### src/rtl/gps_gen_pkg.sv
// -----------------------------------------------------------------------------
// gps_gen_pkg
// Purpose : Shared definitions for the GPS generator scheduling slice:
//           satellite profile field widths, the packed profile struct, the
//           scheduler state enum and a helper that sizes a table entry.
// Ports   : none (package).
// Config  : SCHED_SLOT_DWELL_EN - when defined, every table entry carries its
//           own dwell field above the profile bits.
// -----------------------------------------------------------------------------
package gps_gen_pkg;

  localparam int NSAT_W    = 5;
  localparam int CAPH_W    = 16;
  localparam int DOPP_W    = 8;
  localparam int SNR_W     = 8;
  localparam int PROFILE_W = 1 + NSAT_W + CAPH_W + DOPP_W + SNR_W;  // 38
  localparam int VALID_BIT = PROFILE_W - 1;

`ifdef SCHED_SLOT_DWELL_EN
  localparam bit SLOT_DWELL_EN = 1'b1;
`else
  localparam bit SLOT_DWELL_EN = 1'b0;
`endif

  typedef struct packed {
    logic              valid;
    logic [NSAT_W-1:0] n_sat;
    logic [CAPH_W-1:0] ca_phase;
    logic [DOPP_W-1:0] doppler;
    logic [SNR_W-1:0]  snr;
  } profile_t;

  typedef enum logic [1:0] {
    IDLE   = 2'd0,
    SEARCH = 2'd1,
    LOAD   = 2'd2,
    RUN    = 2'd3
  } sched_state_t;

  // Width of one table entry / write word: the profile, plus the per-slot
  // dwell field in the MSBs when that option is built in.
  function automatic int entry_w(input int dwell_w);
    return PROFILE_W + (SLOT_DWELL_EN ? dwell_w : 0);
  endfunction

endpackage

### src/rtl/gps_sat_scheduler_if.sv
// -----------------------------------------------------------------------------
// gps_sat_scheduler_if
// Purpose : Bundles the register-bank side (enable, table write, dwell), the
//           epoch pulse from the core and the core configuration outputs of
//           the satellite scheduler.
// Modports: master - register bank / core side (drives *_in, reads *_out)
//           slave  - the scheduler (reads *_in, drives *_out)
// Signals : enable_in, wr_en_in, wr_addr_in[clog2(N_SLOTS)], wr_data_in
//           [entry_w(DWELL_W)], dwell_in[DWELL_W], epoch_in, core_ena_out,
//           n_sat_out[5], ca_phase_out[16], doppler_out[8], snr_out[8],
//           slot_out[clog2(N_SLOTS)], switch_out.
// Config  : SCHED_SLOT_DWELL_EN widens wr_data_in by DWELL_W bits.
// -----------------------------------------------------------------------------
interface gps_sat_scheduler_if
  import gps_gen_pkg::*;
#(
  parameter int N_SLOTS = 4,
  parameter int DWELL_W = 8
);

  localparam int AW   = $clog2(N_SLOTS);
  localparam int WR_W = entry_w(DWELL_W);

  logic               enable_in;
  logic               wr_en_in;
  logic [AW-1:0]      wr_addr_in;
  logic [WR_W-1:0]    wr_data_in;
  logic [DWELL_W-1:0] dwell_in;
  logic               epoch_in;

  logic               core_ena_out;
  logic [NSAT_W-1:0]  n_sat_out;
  logic [CAPH_W-1:0]  ca_phase_out;
  logic [DOPP_W-1:0]  doppler_out;
  logic [SNR_W-1:0]   snr_out;
  logic [AW-1:0]      slot_out;
  logic               switch_out;

  modport master (
    output enable_in, wr_en_in, wr_addr_in, wr_data_in, dwell_in, epoch_in,
    input  core_ena_out, n_sat_out, ca_phase_out, doppler_out, snr_out,
           slot_out, switch_out
  );

  modport slave (
    input  enable_in, wr_en_in, wr_addr_in, wr_data_in, dwell_in, epoch_in,
    output core_ena_out, n_sat_out, ca_phase_out, doppler_out, snr_out,
           slot_out, switch_out
  );

endinterface

### src/rtl/sched_profile_table.sv
// -----------------------------------------------------------------------------
// sched_profile_table
// Purpose : N_SLOTS x ENTRY_W profile register file. One synchronous write
//           port, one combinational read port. Only the valid bits are reset,
//           so an empty table is guaranteed without resetting the payload.
// Ports   : clk_in, rst_in (async, active-high)
//           i_wr_en, i_wr_addr, i_wr_data - write port (lands on next edge)
//           i_rd_addr, o_rd_data          - read port (old data on a
//                                           same-cycle write)
// -----------------------------------------------------------------------------
module sched_profile_table #(
  parameter int N_SLOTS   = 4,
  parameter int ENTRY_W   = 38,
  parameter int VALID_BIT = 37
) (
  input  logic                       clk_in,
  input  logic                       rst_in,
  input  logic                       i_wr_en,
  input  logic [$clog2(N_SLOTS)-1:0] i_wr_addr,
  input  logic [ENTRY_W-1:0]         i_wr_data,
  input  logic [$clog2(N_SLOTS)-1:0] i_rd_addr,
  output logic [ENTRY_W-1:0]         o_rd_data
);

  localparam int AW = $clog2(N_SLOTS);

  logic [N_SLOTS-1:0] w_valid;
  logic [ENTRY_W-1:0] w_words [N_SLOTS];
  logic [ENTRY_W-1:0] w_rd;

  for (genvar gi = 0; gi < N_SLOTS; gi++) begin : g_slot
    logic               w_hit;
    logic               r_v;
    logic [ENTRY_W-1:0] r_word;

    assign w_hit = i_wr_en && (i_wr_addr == AW'(gi));

    always_ff @(posedge clk_in or posedge rst_in) begin
      if (rst_in) begin
        r_v <= 1'b0;
      end else if (w_hit) begin
        r_v <= i_wr_data[VALID_BIT];
      end
    end

    always_ff @(posedge clk_in) begin
      if (w_hit) begin
        r_word <= i_wr_data;
      end
    end

    assign w_valid[gi] = r_v;
    assign w_words[gi] = r_word;
  end

  // The payload copy of the valid bit is stale after reset; the reset-cleared
  // flag is the authoritative one.
  always_comb begin
    w_rd            = w_words[i_rd_addr];
    w_rd[VALID_BIT] = w_valid[i_rd_addr];
  end

  assign o_rd_data = w_rd;

endmodule

### src/rtl/gps_sat_scheduler.sv
// -----------------------------------------------------------------------------
// gps_sat_scheduler
// Purpose : Time-multiplexes one GPS generator core over a small table of
//           satellite profiles. Each valid profile runs for a programmable
//           number of code epochs, then the next valid profile is loaded
//           (round robin). Loading a profile drops core enable for at least
//           one cycle so the core restarts on the new satellite.
// Ports   : clk_in  - system clock
//           rst_in  - asynchronous active-high reset
//           bus     - gps_sat_scheduler_if.slave (table write, enable, dwell,
//                     epoch pulse in; core configuration, slot, switch out)
// Config  : SCHED_SLOT_DWELL_EN - defined: dwell comes from each table entry
//           (MSBs of wr_data_in), dwell_in unused. Undefined: global dwell_in.
// -----------------------------------------------------------------------------
module gps_sat_scheduler
  import gps_gen_pkg::*;
#(
  parameter int N_SLOTS = 4,
  parameter int DWELL_W = 8
) (
  input  logic                clk_in,
  input  logic                rst_in,
  gps_sat_scheduler_if.slave  bus
);

  localparam int            AW        = $clog2(N_SLOTS);
  localparam int            ENTRY_W   = entry_w(DWELL_W);
  localparam logic [AW-1:0] SCAN_LAST = AW'(N_SLOTS - 1);

  sched_state_t       r_state;
  sched_state_t       w_state_next;
  logic [AW-1:0]      r_ptr;
  logic [AW-1:0]      r_scan;
  logic [DWELL_W-1:0] r_epoch_cnt;
  logic [DWELL_W-1:0] w_dwell;
  logic [ENTRY_W-1:0] w_entry;
  profile_t           w_prof;
  logic               w_load;
  logic               w_ptr_inc;
  logic               w_epoch_dec;

  logic               r_core_ena;
  logic               r_switch;
  logic [NSAT_W-1:0]  r_n_sat;
  logic [CAPH_W-1:0]  r_ca_phase;
  logic [DOPP_W-1:0]  r_doppler;
  logic [SNR_W-1:0]   r_snr;
  logic [AW-1:0]      r_slot;

  sched_profile_table #(
    .N_SLOTS   (N_SLOTS),
    .ENTRY_W   (ENTRY_W),
    .VALID_BIT (VALID_BIT)
  ) u_table (
    .clk_in    (clk_in),
    .rst_in    (rst_in),
    .i_wr_en   (bus.wr_en_in),
    .i_wr_addr (bus.wr_addr_in),
    .i_wr_data (bus.wr_data_in),
    .i_rd_addr (r_ptr),
    .o_rd_data (w_entry)
  );

  assign w_prof = profile_t'(w_entry[PROFILE_W-1:0]);

`ifdef SCHED_SLOT_DWELL_EN
  assign w_dwell = w_entry[ENTRY_W-1 -: DWELL_W];
`else
  assign w_dwell = bus.dwell_in;
`endif

  always_ff @(posedge clk_in or posedge rst_in) begin
    if (rst_in) begin
      r_state <= IDLE;
    end else begin
      r_state <= w_state_next;
    end
  end

  always_comb begin
    w_state_next = r_state;
    w_load       = 1'b0;
    w_ptr_inc    = 1'b0;
    w_epoch_dec  = 1'b0;
    case (r_state)
      IDLE: begin
        if (bus.enable_in) w_state_next = SEARCH;
      end
      SEARCH: begin
        if (!bus.enable_in) begin
          w_state_next = IDLE;
        end else if (w_prof.valid) begin
          w_state_next = LOAD;
          w_load       = 1'b1;
        end else begin
          w_ptr_inc = 1'b1;
          if (r_scan == SCAN_LAST) w_state_next = IDLE;
        end
      end
      LOAD: begin
        w_state_next = RUN;
      end
      RUN: begin
        // The slot is finished on its terminal epoch even if enable drops in
        // the same cycle, so a later re-enable resumes at the following slot.
        if (bus.epoch_in) begin
          if (r_epoch_cnt == DWELL_W'(1)) begin
            w_ptr_inc    = 1'b1;
            w_state_next = SEARCH;
          end else begin
            w_epoch_dec = 1'b1;
          end
        end
        if (!bus.enable_in) w_state_next = IDLE;
      end
      default: begin
        w_state_next = IDLE;
      end
    endcase
  end

  // Outputs are decoded from the next state so that switch_out is high
  // during LOAD and core_ena_out is high exactly while in RUN. The profile
  // is captured on the edge that enters LOAD.
  always_ff @(posedge clk_in or posedge rst_in) begin
    if (rst_in) begin
      r_ptr       <= '0;
      r_scan      <= '0;
      r_epoch_cnt <= '0;
      r_core_ena  <= 1'b0;
      r_switch    <= 1'b0;
      r_n_sat     <= '0;
      r_ca_phase  <= '0;
      r_doppler   <= '0;
      r_snr       <= '0;
      r_slot      <= '0;
    end else begin
      if (w_ptr_inc) r_ptr <= r_ptr + 1'b1;

      if (r_state != SEARCH) begin
        r_scan <= '0;
      end else if (w_ptr_inc) begin
        r_scan <= r_scan + 1'b1;
      end

      if (w_load) begin
        r_n_sat     <= w_prof.n_sat;
        r_ca_phase  <= w_prof.ca_phase;
        r_doppler   <= w_prof.doppler;
        r_snr       <= w_prof.snr;
        r_slot      <= r_ptr;
        r_epoch_cnt <= (w_dwell == '0) ? DWELL_W'(1) : w_dwell;
      end else if (w_epoch_dec) begin
        r_epoch_cnt <= r_epoch_cnt - 1'b1;
      end

      r_core_ena <= (w_state_next == RUN);
      r_switch   <= (w_state_next == LOAD);
    end
  end

  assign bus.core_ena_out = r_core_ena;
  assign bus.switch_out   = r_switch;
  assign bus.n_sat_out    = r_n_sat;
  assign bus.ca_phase_out = r_ca_phase;
  assign bus.doppler_out  = r_doppler;
  assign bus.snr_out      = r_snr;
  assign bus.slot_out     = r_slot;

endmodule
### src/flat_wrapper.sv
// flat-port wrapper written by rule: the top's interface ports become plain ports
module gps_sat_scheduler_flat import gps_gen_pkg::*;
#(
  parameter int N_SLOTS = 4,
  parameter int DWELL_W = 8
)
  (clk_in, rst_in, bus_enable_in, bus_wr_en_in, bus_wr_addr_in, bus_wr_data_in, bus_dwell_in, bus_epoch_in, bus_core_ena_out, bus_n_sat_out, bus_ca_phase_out, bus_doppler_out, bus_snr_out, bus_slot_out, bus_switch_out);
  gps_sat_scheduler_if #(.N_SLOTS(N_SLOTS), .DWELL_W(DWELL_W)) bus_i ();
  input  logic clk_in;
  input  logic rst_in;
  input wire logic [$bits(bus_i.enable_in)-1:0] bus_enable_in;
  input wire logic [$bits(bus_i.wr_en_in)-1:0] bus_wr_en_in;
  input wire logic [$bits(bus_i.wr_addr_in)-1:0] bus_wr_addr_in;
  input wire logic [$bits(bus_i.wr_data_in)-1:0] bus_wr_data_in;
  input wire logic [$bits(bus_i.dwell_in)-1:0] bus_dwell_in;
  input wire logic [$bits(bus_i.epoch_in)-1:0] bus_epoch_in;
  output wire logic [$bits(bus_i.core_ena_out)-1:0] bus_core_ena_out;
  output wire logic [$bits(bus_i.n_sat_out)-1:0] bus_n_sat_out;
  output wire logic [$bits(bus_i.ca_phase_out)-1:0] bus_ca_phase_out;
  output wire logic [$bits(bus_i.doppler_out)-1:0] bus_doppler_out;
  output wire logic [$bits(bus_i.snr_out)-1:0] bus_snr_out;
  output wire logic [$bits(bus_i.slot_out)-1:0] bus_slot_out;
  output wire logic [$bits(bus_i.switch_out)-1:0] bus_switch_out;
  assign bus_i.enable_in = bus_enable_in;
  assign bus_i.wr_en_in = bus_wr_en_in;
  assign bus_i.wr_addr_in = bus_wr_addr_in;
  assign bus_i.wr_data_in = bus_wr_data_in;
  assign bus_i.dwell_in = bus_dwell_in;
  assign bus_i.epoch_in = bus_epoch_in;
  assign bus_core_ena_out = bus_i.core_ena_out;
  assign bus_n_sat_out = bus_i.n_sat_out;
  assign bus_ca_phase_out = bus_i.ca_phase_out;
  assign bus_doppler_out = bus_i.doppler_out;
  assign bus_snr_out = bus_i.snr_out;
  assign bus_slot_out = bus_i.slot_out;
  assign bus_switch_out = bus_i.switch_out;
  gps_sat_scheduler #(.N_SLOTS(N_SLOTS), .DWELL_W(DWELL_W)) u_core (.clk_in(clk_in), .rst_in(rst_in), .bus(bus_i));
endmodule
### config.mk
export PLATFORM = sky130hd
export DESIGN_NAME = gps_sat_scheduler_flat
export DESIGN_NICKNAME = d
export VERILOG_FILES = /design/src/rtl/gps_gen_pkg.sv /design/src/rtl/gps_sat_scheduler_if.sv /design/src/rtl/sched_profile_table.sv /design/src/rtl/gps_sat_scheduler.sv /design/src/flat_wrapper.sv
export SDC_FILE = /design/constraint.sdc
export NUM_CORES = 1
export LEC_CHECK = 0
export ABC_AREA = 1
export BUFFER_PORTS_ARGS = -buffer_cell sky130_fd_sc_hd__buf_2
export CAP_MARGIN = 20
export CELL_PAD_IN_SITES_DETAIL_PLACEMENT = 1
export CELL_PAD_IN_SITES_GLOBAL_PLACEMENT = 1
export CORE_ASPECT_RATIO = 2
export CORE_MARGIN = 2
export CORE_UTILIZATION = 46
export CTS_CLUSTER_DIAMETER = 80
export DETAILED_ROUTE_END_ITERATION = 10
export PLACE_DENSITY_LB_ADDON = 0.3
export SYNTH_ARGS = -nofsm -noshare
export SYNTH_HDL_FRONTEND = slang
export SYNTH_SLANG_ARGS = --single-unit
### constraint.sdc
create_clock -name clk_in -period 2.1 [get_ports clk_in]
set_clock_uncertainty 0.1 [all_clocks]
set_input_delay 0.21 -clock clk_in [delete_from_list [all_inputs] [get_ports clk_in]]
set_output_delay 0.21 -clock clk_in [all_outputs]
set_load 0.01 [all_outputs]
==> flow_metrics.tcl <==
set metrics [dict create \
    status "complete, no violations" \
    slew_headroom_pct 62.5 \
    cp.required_ns 2.41 \
    vias_per_cell 5.49 \
    drtAntennaViolNets 0 \
    synth.avg_cell_area_um2 11.9 \
    power_density_mw_per_mm2 1330 \
    drc_errors 0 \
    ys_seq_elements 207 \
    vias 5699 \
    place_ws_ns 0.249 \
    tritoncts "done" \
    drv_slew 0 \
    cts_buffers 19 \
    clock_latency_ns 0.49 \
    track_usage_pct 22.9 \
    core_mm2 0.0172 \
    syn_inst 677 \
    ir_drop_uv 810 \
    tightestPinTransition_ns 0.562 \
    rsz0062_at_grt "no" \
    worstPathArrival_ns 2.15 \
    io_pins 94 \
    cp_cell_sequence "inv_1 > nand2_1 > nor2_2 > nand3_4 > inv_4 > o21ai_0 > nand3_1" \
    cts_num_sinks 207 \
    cts_resized 0 \
    critPathMaxStageDelay_ns 0.44 \
    die_y_um 191 \
    dr.pass1.iters 5 \
    power_mw 13.3 \
    grt_pass1_vias 6519 \
    internal_power_mw 8.83 \
    fin_area_mm2 0.0100 \
    dp.cells 960 \
    portBuffers 93 \
    p_seq_share_pct 40.9 \
    die_area_mm2 0.0187 \
    die_w_um 97.6 \
    p_leak_nw 4.10 \
    slowest_stage "inv_4" \
    postCtsSetupRepairBufs 0 \
    wire_per_inst_um 20.5 \
    synth.area.top_cells "edfxtp_1, dfrtp_1, nand2_1, o21ai_0, nor2_1" \
    antennaDiodeCount 0 \
    min_period_over_period_pct 87.6 \
    drv_cap 0 \
    synthDistinctLibCells 26 \
    hpwlAfterDp_mm 12.2 \
    yosysWarnings 0 \
    fin_ws_ns 0.260 \
    synth_area_mm2 0.00806 \
    rows 68 \
    mostFrequentLayoutCells "nand2_1, edfxtp_1, buf_2" \
    path_class "reg -> reg" \
    swShare_pct 33.6 \
    ys_seq_area_share_pct 73.4 \
    instances_no_fill 1039 \
    fin_crit_ns 1.84 \
    synth_top_area_cell "edfxtp_1" \
    clockBufferDepth 3 \
    nets 873 \
    max_freq_mhz 544 \
    report.final.hold_viol_count 0 \
    crit_buf_inv 2 \
    grt.overflow.total 0 \
    crit_family "simple AND/OR/NAND/NOR gates" \
    grt_pass1_wl_mm 33.5 \
    cp_max_fo 45 \
    area_delta_synth_final_pct 24.1 \
    wl_mm 21.3 \
    yosysTopAreaCellShare_pct 55.1 \
    drive_gt1_share_pct 18.0 \
    placed_area_mm2 0.00884 \
    cts_hold_buf 46 \
    p_sw_mw 4.46 \
    cts-htree-levels 1 \
    setup-violations-final 0 \
    cts.clk_slew.worst_paths_ns 0.07 \
    fin_setup_tns_ns 0 \
    min_path_type "in -> reg" \
    drt_iter0_drc 218 \
    p_clk_share_pct 29.3 \
    p_comb_share_pct 29.8 \
    cp-end-kind "flip-flop" \
    synth_fp_nets 733 \
    layout_commonest_cell "nand2_1" \
    antenna_found_initial 0 \
    initial_core_util_pct 46.9 \
    crit_path_start_kind "flip-flop" \
    gp_congestion 0.854 \
    root_buffer "clkbuf_16" \
    grt_max_degree 77 \
]
## worst register-to-register path: cells and delay by family (launching register included)
family	cells	cell delay (ns)
flops	1	0.36
compound gates	1	0.21
buf+inv	2	0.53
simple gates	4	0.58
## through the flow
step	hold WS [ns]	utilization (%)
global route	0.0764	58.2
CTS	0.00717	58.2
floorplan	0.209	-
finish	0.0251	58.2
global placement	0.175	51.5
detailed placement	0.192	51.5
## logic make-up (layout without fill, tap and decap cells)
family	Yosys count	after routing	synth area share, %
AO/OA/AOI/OAI	126	126	8.46
XOR/XNOR	3	3	0.326
adder cells (fa/ha/maj)	3	3	0.466
buffers and inverters	56	208	3.24
flip-flops	207	207	73.4
AND/OR/NAND/NOR	282	282	14.1
## area by class of cell
class / count / area [µm²]
sequential: 207 / 5920
clock buffer: 23 / 500
clock inverter: 10 / 200
multi-input combinational: 414 / 1910
timing repair buffer: 153 / 1120
tap: 210 / 263
fill: 1806 / 7180
inverter: 22 / 85.1
## worst paths after layout
| path | start | endpoint | slack (ns) | depth (start not counted) |
|---|---|---|---|---|
| setup / recovery | u_core.r_state[1] | u_core.r_epoch_cnt[0] | 0.26 | 7 |
| hold / removal | bus_epoch_in | u_core.r_state[1] | 0.03 | 4 |
| setup reg to reg | u_core.r_state[1] | u_core.r_epoch_cnt[0] | 0.26 | 7 |
| hold reg to reg | u_core.bus.ca_phase_out[12] | u_core.bus.ca_phase_out[12] | 0.37 | 2 |
| max in group asynchronous | rst_in | u_core.r_ptr[1] | 1.04 | 4 |
| min in group asynchronous | rst_in | u_core.bus.ca_phase_out[2] | 0.22 | 3 |
## power groups by stage
stage | Sequential, mW | Combinational (mW) | Clock, mW
finish | 5.43 | 3.96 | 3.90
CTS | 5.43 | 3.98 | 3.95
floorplan | 5.57 | 2.35 | 0
global placement | 5.46 | 3.58 | 0
global route | 5.50 | 4.39 | 4.09
detailed placement | 5.50 | 3.82 | 0
## flip-flops by register name (all words and copies together), names as in the netlist
register and flops:
u_core.r_state 2, u_core.bus.doppler_out 8, u_core.bus.snr_out 8, u_core.bus.core_ena_out 1, u_core.r_ptr 2, u_core.u_table.g_slot.r_v 4
u_core.bus.slot_out 2, u_core.bus.n_sat_out 5, u_core.r_epoch_cnt 8, u_core.bus.switch_out 1, u_core.bus.ca_phase_out 16, u_core.r_scan 2
u_core.u_table.g_slot.r_word 148
## synth_stat cells
master,n
nand2_1,157
edfxtp_1,148
clkbuf_2,1
nand3_2,2
buf_2,14
inv_2,1
clkbuf_1,11
or2_2,1
a21oi_1,2
nor2_1,88
inv_1,20
nand4_1,3
nor3_1,4
o21ai_1,10
o22ai_1,37
o21ai_0,75
ha_1,3
buf_4,8
nor2_2,1
inv_4,1
nor2b_1,1
xor2_1,3
o21a_1,2
nand3_1,24
dfrtp_1,59
nand3_4,1
## per-layer routing
| layer | track usage [%] | up-vias | routed length (µm) |
|---|---|---|---|
| li1 | - | 2641 | - |
| met1 | 24.5 | 2887 | 7910 |
| met2 | 45.2 | 136 | 12200 |
| met3 | 2.56 | 35 | 740 |
| met4 | 8.44 | 0 | 442 |
| met5 | 0 | - | 0 |
Note: power is estimated with default switching activity, not from simulation.
